--- config.mk ---
export PLATFORM = sky130hd
export DESIGN_NAME = div_sequencer
export DESIGN_NICKNAME = d
export VERILOG_FILES = /design/src/rtl/div_pkg.sv /design/src/rtl/div_sign_fixup.sv /design/src/rtl/div_sequencer.sv
export SDC_FILE = /design/constraint.sdc
export NUM_CORES = 1
export LEC_CHECK = 0
export ABC_CLOCK_PERIOD_IN_PS = 2800
export BUFFER_PORTS_ARGS = -buffer_cell sky130_fd_sc_hd__buf_4
export CAP_MARGIN = 20
export CORE_ASPECT_RATIO = 1.25
export CORE_MARGIN = 10
export CORE_UTILIZATION = 37
export DETAILED_ROUTE_END_ITERATION = 8
export PLACE_DENSITY = 0.74
export SLEW_MARGIN = 5
export SYNTH_ARGS = -nofsm -noshare
export SYNTH_HDL_FRONTEND = slang
export SYNTH_SLANG_ARGS = --single-unit
--- constraint.sdc ---
create_clock -name clk -period 2.8 [get_ports clk]
set_clock_uncertainty 0.2 [all_clocks]
set_input_delay 0.42 -clock clk [delete_from_list [all_inputs] [get_ports clk]]
set_output_delay 0.42 -clock clk [all_outputs]
set_load 0.01 [all_outputs]
--- src/rtl/div_pkg.sv ---
// Shared definitions for the division sequencer: default sizing and FSM state type.
// Signed operation is enabled by defining DIV_SIGNED_EN at build time.
package div_pkg;

  localparam int DEFAULT_WIDTH   = 32;
  localparam int DEFAULT_TIMEOUT = 64;

  typedef enum logic [1:0] {
    IDLE  = 2'd0,
    ISSUE = 2'd1,
    WAIT  = 2'd2,
    DONE  = 2'd3
  } state_t;

  // Two's complement negation used by the signed magnitude/fixup path.
  function automatic logic [DEFAULT_WIDTH-1:0] negate32(input logic [DEFAULT_WIDTH-1:0] x);
    return ~x + 1'b1;
  endfunction

endpackage

--- src/rtl/div_sign_fixup.sv ---
// Signed wrapper logic around an unsigned divider core: operand magnitudes in,
// truncation-toward-zero sign fixup out. Only instantiated when DIV_SIGNED_EN is defined.
module div_sign_fixup
  import div_pkg::*;
#(
  parameter int WIDTH = DEFAULT_WIDTH
) (
  input  logic [WIDTH-1:0] n,
  input  logic [WIDTH-1:0] d,
  input  logic [WIDTH-1:0] core_q,
  input  logic [WIDTH-1:0] core_r,
  output logic [WIDTH-1:0] mag_n,
  output logic [WIDTH-1:0] mag_d,
  output logic [WIDTH-1:0] fix_q,
  output logic [WIDTH-1:0] fix_r
);

  logic n_neg;
  logic d_neg;
  logic q_neg;

  assign n_neg = n[WIDTH-1];
  assign d_neg = d[WIDTH-1];
  assign q_neg = n_neg ^ d_neg;

  // The most negative value negates to itself, which read unsigned is exactly 2^(WIDTH-1).
  assign mag_n = n_neg ? (~n + 1'b1) : n;
  assign mag_d = d_neg ? (~d + 1'b1) : d;

  // Remainder follows the dividend so that q*d + r == n with q rounded toward zero.
  assign fix_q = q_neg ? (~core_q + 1'b1) : core_q;
  assign fix_r = n_neg ? (~core_r + 1'b1) : core_r;

endmodule

--- src/rtl/div_sequencer.sv ---
// Request/response sequencer for an external unsigned long-division core, with
// divide-by-zero bypass and a wait timeout. Define DIV_SIGNED_EN for two's complement operands.
module div_sequencer
  import div_pkg::*;
#(
  parameter int WIDTH   = DEFAULT_WIDTH,
  parameter int TIMEOUT = DEFAULT_TIMEOUT
) (
  input  logic             clk,
  input  logic             reset,

  input  logic             in_valid,
  output logic             in_ready,
  input  logic [WIDTH-1:0] in_n,
  input  logic [WIDTH-1:0] in_d,

  output logic             out_valid,
  input  logic             out_ready,
  output logic [WIDTH-1:0] out_q,
  output logic [WIDTH-1:0] out_r,
  output logic             out_div_zero,
  output logic             out_timeout,

  output logic             core_rst,
  output logic             core_valid,
  output logic [WIDTH-1:0] core_n,
  output logic [WIDTH-1:0] core_d,
  input  logic             core_ready,
  input  logic             core_div_zero_err,
  input  logic [WIDTH-1:0] core_q,
  input  logic [WIDTH-1:0] core_r
);

  localparam int CNT_W = $clog2(TIMEOUT + 1);
  localparam logic [CNT_W-1:0] LAST_WAIT = CNT_W'(TIMEOUT - 1);

  state_t state;
  state_t next_state;

  logic [WIDTH-1:0] n_reg;
  logic [WIDTH-1:0] d_reg;
  logic [CNT_W-1:0] wait_cnt;
  logic [WIDTH-1:0] q_reg;
  logic [WIDTH-1:0] r_reg;
  logic             div_zero_reg;
  logic             timeout_reg;

  logic [WIDTH-1:0] op_n;
  logic [WIDTH-1:0] op_d;
  logic [WIDTH-1:0] res_q;
  logic [WIDTH-1:0] res_r;

  logic accept;
  logic d_is_zero;
  logic ready_sampled;
  logic timed_out;

`ifdef DIV_SIGNED_EN
  div_sign_fixup #(
    .WIDTH (WIDTH)
  ) u_sign_fixup (
    .n      (n_reg),
    .d      (d_reg),
    .core_q (core_q),
    .core_r (core_r),
    .mag_n  (op_n),
    .mag_d  (op_d),
    .fix_q  (res_q),
    .fix_r  (res_r)
  );
`else
  assign op_n  = n_reg;
  assign op_d  = d_reg;
  assign res_q = core_q;
  assign res_r = core_r;
`endif

  assign accept    = in_valid && (state == IDLE);
  assign d_is_zero = (in_d == '0);

  // The core's ready may still reflect the previous job in the first WAIT cycle, so it is blanked.
  assign ready_sampled = (state == WAIT) && (wait_cnt != '0) && core_ready;
  assign timed_out     = (state == WAIT) && (wait_cnt == LAST_WAIT) && !ready_sampled;

  always_ff @(posedge clk) begin
    if (reset) begin
      state <= IDLE;
    end else begin
      state <= next_state;
    end
  end

  always_comb begin
    next_state = state;
    case (state)
      IDLE: begin
        if (accept) begin
          next_state = d_is_zero ? DONE : ISSUE;
        end
      end
      ISSUE: begin
        next_state = WAIT;
      end
      WAIT: begin
        if (ready_sampled || timed_out) begin
          next_state = DONE;
        end
      end
      DONE: begin
        if (out_ready) begin
          next_state = IDLE;
        end
      end
      default: begin
        next_state = IDLE;
      end
    endcase
  end

  // Operand capture, wait counting and result/flag registers; results stay frozen through DONE.
  always_ff @(posedge clk) begin
    if (reset) begin
      n_reg        <= '0;
      d_reg        <= '0;
      wait_cnt     <= '0;
      q_reg        <= '0;
      r_reg        <= '0;
      div_zero_reg <= 1'b0;
      timeout_reg  <= 1'b0;
    end else begin
      case (state)
        IDLE: begin
          if (accept) begin
            n_reg        <= in_n;
            d_reg        <= in_d;
            wait_cnt     <= '0;
            q_reg        <= '0;
            r_reg        <= '0;
            div_zero_reg <= d_is_zero;
            timeout_reg  <= 1'b0;
          end
        end
        ISSUE: begin
          wait_cnt <= '0;
        end
        WAIT: begin
          wait_cnt <= wait_cnt + 1'b1;
          if (ready_sampled) begin
            q_reg        <= res_q;
            r_reg        <= res_r;
            div_zero_reg <= core_div_zero_err;
          end else if (timed_out) begin
            q_reg       <= '0;
            r_reg       <= '0;
            timeout_reg <= 1'b1;
          end
        end
        default: begin
        end
      endcase
    end
  end

  assign in_ready     = (state == IDLE);
  assign out_valid    = (state == DONE);
  assign out_q        = q_reg;
  assign out_r        = r_reg;
  assign out_div_zero = div_zero_reg;
  assign out_timeout  = timeout_reg;

  // Reset restarts the core immediately, independent of the registered state.
  assign core_rst   = reset || (state == ISSUE);
  assign core_valid = (state == WAIT);
  assign core_n     = op_n;
  assign core_d     = op_d;

endmodule

==> summary.md, run 1 <==
| Metric | Value |
|---|---|
| Switching share of power | 0.330 |
| Cell area after synthesis | 5050 um2 |
| Final setup viols | 0 |
| Internal power | approximately 4000 uW |
| Top sig layer | met4 |
| Avg Inst Size Synth | a little under 10 um2 |
| Via count | 4,930 |
| H-Tree Depth | 4 |
| Ports | 268 |
| DP Wirelength | 13.1 mm |
| P_leak | 0.00373 uW |
| Initial antenna violation count | 0 |
| FP Rows | 47 |
| Share of the yosys chip area belonging to registers | 0.551 |
| Post-layout net count | approximately 920 |
| GP Congestion | 0.857 |
| Cts hold-fix bufs | 5 |
| Max-cap violations | 0 |
| Multi-input logic area | ~2000 um2 |
| Largest net degree at the start of global routing | 66 |
| Clock Pin Slew Worst Setup and Hold Paths | 0.07 ns |
| Antenna Nets Post-Route | 0 |
| Clock sinks | 139 |
| Max Slew Vio Count | 0 |
| First-pass GRT wire length | 26.9 mm |
| Most frequent cells in the layout | 274 x buf_4, 139 x dfxtp_1, 131 x nand2_1 |
| Pwr Total | 5910 uW |
| Clock Power Share | 0.353 |
| Number of global-route vias before repair | 5,019 |
| Post-layout min period | 2.45 ns |
| Worst Hold Slack | 0.0216 ns |
| Final antenna diode count | 0 |
| Residual DRC count | 0 |
| Layout cell share with drive strength beyond 1 | 0.476 |
| Setup TNS | 0 ns |
| Worst IR drop on VDD | 0.373 mV |
| Sequential share of power | 0.387 |
| Die width | 124 um |
| Core ar. | about 13,000 um2 |
| Max Freq | 408 MHz |
| Post-CTS Resized | 0 |
| Critical Path Source Type | flop |
| Setup CP Type | flop to flop |
| GRT Residual Overflow | 0 |
| Slew headroom | 0.548 |
| Post-Synthesis Cells | 519 |
| Combinational group share of total power | 0.260 |
| CTS tree | built |
| HP Class | primary input to flop |
| PwrDens | approximately 760 nW/um2 |
| Net Count, Synth | 659 |
| Final WL | 17.3 mm |
| Initial core utilization | 0.380 |
| Die footprint | 18,700 um2 |
| Met2 Wirelength | 7.87 mm |
| Unrepaired setup endpoints after global routing | no |
| CTS Root Cell | clkbuf_16 |
| Chip height | ~150 um |
| Postcts setup bufs | 0 |
| Max Root-Sink Buffers | 2 |
| Area taken by flip-flops and latches | 2780 um2 |
| Clk_lat worst skew | 0.40 ns |
| Synth cell types | 35 |
| Avg WL per Cell | approximately 18 um |
| Status | finished clean |
| Yosys Warn Count | 0 |
| Number of CTS-inserted buffers | 17 |
| Flops & latches, synth | ~140 |
| CP max FO | 64 |
| Worst-Margin Slew | around 0.68 ns |
| Gr usage total | 0.175 |
| Drt first pass iters | 4 |
| Met1 wire length | 7.03 mm |
| Drt via density | 5.14 |
| Area Overhead vs Synth | 53.5% |
| Fillers | approximately 1,100 |
| Worst setup EP type | flop |
| Commonest non-fill, non-tap cell in the layout | buf_4 |
| Switching pwr | 1950 uW |
| Initial DRC count | 297 |
| Buffers on Ports | 267 |
| WP data required | 2.90 ns |
| Hold Fails Final Rpt | 0 |
| Fin crit share | 0.875 |
| DR WL met3 | 1.95 mm |
| CP Data Arrival Time | 2.55 ns |
area by class of cell:
| class | count | share of cell area |
|---|---|---|
| flip-flops and latches | 139 | 0.359 |
| clock inverters | 15 | 0.0168 |
| multi-input cells | 330 | 0.264 |
| repair buffers | 280 | 0.275 |
| clock buffers | 17 | 0.0549 |
| inverters | 7 | 0.00339 |
| well taps | 171 | 0.0276 |
cell usage after synthesis:
cell / instances / area share
a211oi_1: 1 / 0.0015
a21boi_0: 1 / 0.0015
a21oi_1: 68 / 0.067
a31oi_1: 2 / 0.0025
a32o_1: 4 / 0.0079
a32o_2: 60 / 0.13
and2_1: 1 / 0.0012
and4_1: 2 / 0.0035
buf_1: 7 / 0.0052
buf_6: 6 / 0.013
clkbuf_1: 30 / 0.022
dfxtp_1: 139 / 0.55
ha_1: 6 / 0.015
inv_1: 7 / 0.0052
nand2_1: 132 / 0.098
nand2b_1: 2 / 0.0025
nand3_1: 1 / 0.00099
nand3b_1: 1 / 0.0015
nand4_1: 1 / 0.0012
nor2_1: 10 / 0.0074
nor2b_1: 2 / 0.0025
nor3_1: 4 / 0.0040
nor3b_1: 2 / 0.0030
nor4_1: 9 / 0.011
nor4b_1: 2 / 0.0035
o2111ai_1: 1 / 0.0017
o211ai_1: 1 / 0.0015
o21a_1: 2 / 0.0030
o21ai_0: 4 / 0.0040
o21ai_4: 1 / 0.0032
o22a_4: 1 / 0.0035
o31ai_1: 1 / 0.0015
or2_2: 1 / 0.0012
or4_4: 1 / 0.0022
xnor2_1: 6 / 0.010
final timing paths:
kind,cells past startpoint,slack [ns],start,endpoint
setup reg to reg,7,0.35,state[0],out_q[28]
hold reg to reg,2,0.25,core_n[1],core_n[1]
hold / removal,2,0.02,core_q[5],out_q[5]
setup / recovery,7,0.35,state[0],out_q[28]
kinds of logic (layout without fill, tap and decap cells):
| kind of cell | Yosys count | in the layout | share of synthesized area |
|---|---|---|---|
| compound gates | 147 | 147 | 0.233 |
| buf+inv | 50 | 319 | 0.0461 |
| fa+ha+maj | 6 | 6 | 0.0149 |
| xor+xnor | 6 | 6 | 0.0104 |
| simple gates | 171 | 171 | 0.144 |
| flops | 139 | 139 | 0.551 |
power by group through the flow:
stage / sequential [uW] / combinational (uW) / clock, uW
detailed placement: 2330 / 1540 / 0
floorplan: 2400 / 865 / 0
global placement: 2320 / 1490 / 0
CTS: 2290 / 1550 / 2140
finish: 2290 / 1540 / 2090
global route: 2310 / 1700 / 2220
worst max-delay path, cell delays in order (launching register included):
cell and delay [ns]:
dfxtp_1 0.34, inv_1 0.09, ha_1 0.31, inv_1 0.12
o21ai_0 0.46, o21ai_4 0.10, buf_4 0.34, a32o_2 0.35
flip-flops by register name, indices dropped and copies added (netlist names):
signal and count:
out_timeout 1, out_div_zero 1, core_n 32, state 2, out_q 32, wait_cnt 7
out_r 32, core_d 32
stage by stage:
step           utilization  setup slack (ns)  instance area, um2  std cells
2_1_floorplan            -             0.694                5050        519
3_3_place_gp         0.537             0.535                7140        922
3_5_place_dp         0.537             0.414                7140        922
4_1_cts              0.583             0.381                7750        959
5_1_grt              0.583             0.181                7750        959
6_report             0.583             0.349                7750        959
metal layers:
metal,vias to the layer above,GRT usage
met5,-,0
met4,0,0.0770
met2,231,0.271
met3,21,0.0915
met1,2298,0.197
li1,2380,-
Note: power is estimated with default switching activity, not from simulation.
==> inputs of run 2 (changes only) <==
==> constraint.sdc (replaced) <==
create_clock -name clk -period 2.8 [get_ports clk]
set_clock_uncertainty 0.2 [all_clocks]
set_input_delay 0.56 -clock clk [delete_from_list [all_inputs] [get_ports clk]]
set_output_delay 0.56 -clock clk [all_outputs]
set_load 0.01 [all_outputs]
==> summary.md, run 2 (synthesis results as in run 1) <==
| Metric | Value |
|---|---|
| Cell mode on critical path | inv_1 (unchanged) |
| PwrDens | 772 nW/um2 (was 763 nW/um2) |
| Reg-to-Reg Start | state[0] (unchanged) |
| Initial core utilization | 0.380 (unchanged) |
| Final setup viols | 0 (unchanged) |
| Post-layout net count | 909 (was 915) |
| Fin crit share | 0.852 (was 0.875) |
| Die width | 124 um (unchanged) |
| Setup TNS | 0 ns (unchanged) |
| Chip height | 151 um (unchanged) |
| Core ar. | 13,300 um2 (unchanged) |
| Post-layout min period | 2.38 ns (was 2.45 ns) |
| Drt first pass iters | 4 (unchanged) |
| Setup CP Type | flop to flop (unchanged) |
| CTS tree | built (unchanged) |
| Avg WL per Cell | 17.9 um (was 18.0 um) |
| CTS Root Cell | clkbuf_16 (unchanged) |
| Sequential share of power | 0.384 (was 0.387) |
| GRT Residual Overflow | 0 (unchanged) |
| Worst setup EP type | flop (unchanged) |
| Residual DRC count | 0 (unchanged) |
| GP Congestion | 0.849 (was 0.857) |
| P_leak | 0.00372 uW (was 0.00373 uW) |
| Slew headroom | 0.388 (was 0.548) |
| Worst IR drop on VDD | 0.415 mV (was 0.373 mV) |
| CP Data Arrival Time | 2.48 ns (was 2.55 ns) |
| Final std cells w/o fill | 953 (was 959) |
| Max Freq | 419 MHz (was 408 MHz) |
| Final WL | 17.1 mm (was 17.3 mm) |
| Switching pwr | 1860 uW (was 1950 uW) |
| Switching share of power | 0.313 (was 0.330) |
| Layout cell share with drive strength beyond 1 | 0.477 (was 0.476) |
| Critical Path Source Type | flop (unchanged) |
| FP Rows | 47 (unchanged) |
| Worst hold start | core_q[20] (was core_q[5]) |
| Clock sinks | 139 (unchanged) |
| Gr usage total | 0.173 (was 0.175) |
| Ports | 268 (unchanged) |
| Cts hold-fix bufs | 0 (was 5) |
| First-pass GRT wire length | 26.5 mm (was 26.9 mm) |
| Max Root-Sink Buffers | 2 (unchanged) |
| CP max FO | 64 (unchanged) |
| Status | finished clean (unchanged) |
| Die footprint | 18,700 um2 (unchanged) |
| Clock Pin Slew Worst Setup and Hold Paths | 0.06 ns (was 0.07 ns) |
| Antenna Nets Post-Route | 0 (unchanged) |
| Initial antenna violation count | 0 (unchanged) |
| DP Wirelength | 13.1 mm (about the same) |
| Inst Count DP | 921 (was 922) |
| Area Overhead vs Synth | 52.9% (was 53.5%) |
| Worst-Margin Slew | 0.911 ns (was 0.677 ns) |
| Post-CTS Resized | 0 (unchanged) |
| Hold Fails Final Rpt | 0 (unchanged) |
| Max-cap violations | 0 (unchanged) |
| H-Tree Depth | 4 (unchanged) |
| Critical Path, Cell by Cell | inv_1 > ha_1 > inv_1 > o21ai_0 > o21ai_4 > buf_4 > a32o_2 (unchanged) |
| HP Class | primary input to flop (unchanged) |
| Unrepaired setup endpoints after global routing | no (unchanged) |
| Critical path origin | state[0] (unchanged) |
| Clk_lat worst skew | 0.39 ns (was 0.40 ns) |
| Max Slew Vio Count | 0 (unchanged) |
| Most frequent cells in the layout | 273 x buf_4, 139 x dfxtp_1, 131 x nand2_1 (was 274 x buf_4, 139 x dfxtp_1, 131 x nand2_1) |
| Number of global-route vias before repair | 4,989 (was 5,019) |
| Number of CTS-inserted buffers | 17 (unchanged) |
| Clock Power Share | 0.359 (was 0.353) |
| Largest net degree at the start of global routing | 68 (was 66) |
| Drt via density | 5.13 (was 5.14) |
| Critical Path Slowest Stage Cell | o21ai_0 (unchanged) |
| WP data required | 2.89 ns (was 2.90 ns) |
| Worst Hold Slack | 0.166 ns (was 0.0216 ns) |
| Buffers on Ports | 267 (unchanged) |
| Internal power | 4090 uW (was 3960 uW) |
| Combinational group share of total power | 0.256 (was 0.260) |
| Via count | 4,885 (was 4,930) |
| Initial DRC count | 296 (was 297) |
| Final antenna diode count | 0 (unchanged) |
| Worst stage delay on the critical path | 0.43 ns (was 0.46 ns) |
| Commonest non-fill, non-tap cell in the layout | buf_4 (unchanged) |
| Postcts setup bufs | 0 (unchanged) |
-- run 2: power groups by stage --
stage	logic [uW]	registers [uW]	clock network [uW]
6_report	1520	2290	2140
5_1_grt	1690	2310	2280
3_3_place_gp	1490	2320	0
4_1_cts	1530	2290	2200
2_1_floorplan	865	2400	0
3_5_place_dp	1530	2330	0
-- run 2: path summary, 6_finish.rpt --
check / slack [ns] / cells past startpoint / end
setup reg to reg: 0.42 / 7 / out_q[10]
hold reg to reg: 0.25 / 2 / core_n[4]
hold / removal: 0.17 / 2 / out_q[20]
setup / recovery: 0.42 / 7 / out_q[10]
-- run 2: layout make-up --
| class | count | area (um2) |
|---|---|---|
| clock inverter | 11 | 109 |
| sequential | 139 | 2780 |
| inverter | 7 | 26.3 |
| fill | 1161 | 5580 |
| multi-input combinational | 330 | 2040 |
| clock buffer | 21 | 470 |
| timing repair buffer | 274 | 2070 |
| tap | 171 | 214 |
-- run 2: per-stage QoR --
stage               cell area, um2   util  worst slack, ns  total power [uW]
CTS                           7710  0.580            0.438              6020
detailed placement            7130  0.537            0.459              3860
global route                  7710  0.580            0.237              6290
finish                        7710  0.580            0.416              5950
global placement              7130  0.537            0.533              3810
floorplan                     5050      -            0.694              3260
-- run 2: layer usage --
layer  global-route usage  wire length (um)  vias up
met5                    0                 0        -
met4               0.0659               347        0
met3               0.0907              1920       20
met2                0.276              8080      227
met1                0.193              6710     2274
li1                     -                 -     2364
-- run 2: critical path: cells and delay by family (launching register included) --
kind,cells,cell delay [ns]
flops,1,0.33
buf+inv,3,0.53
compound gates,3,0.87
fa+ha+maj,1,0.31
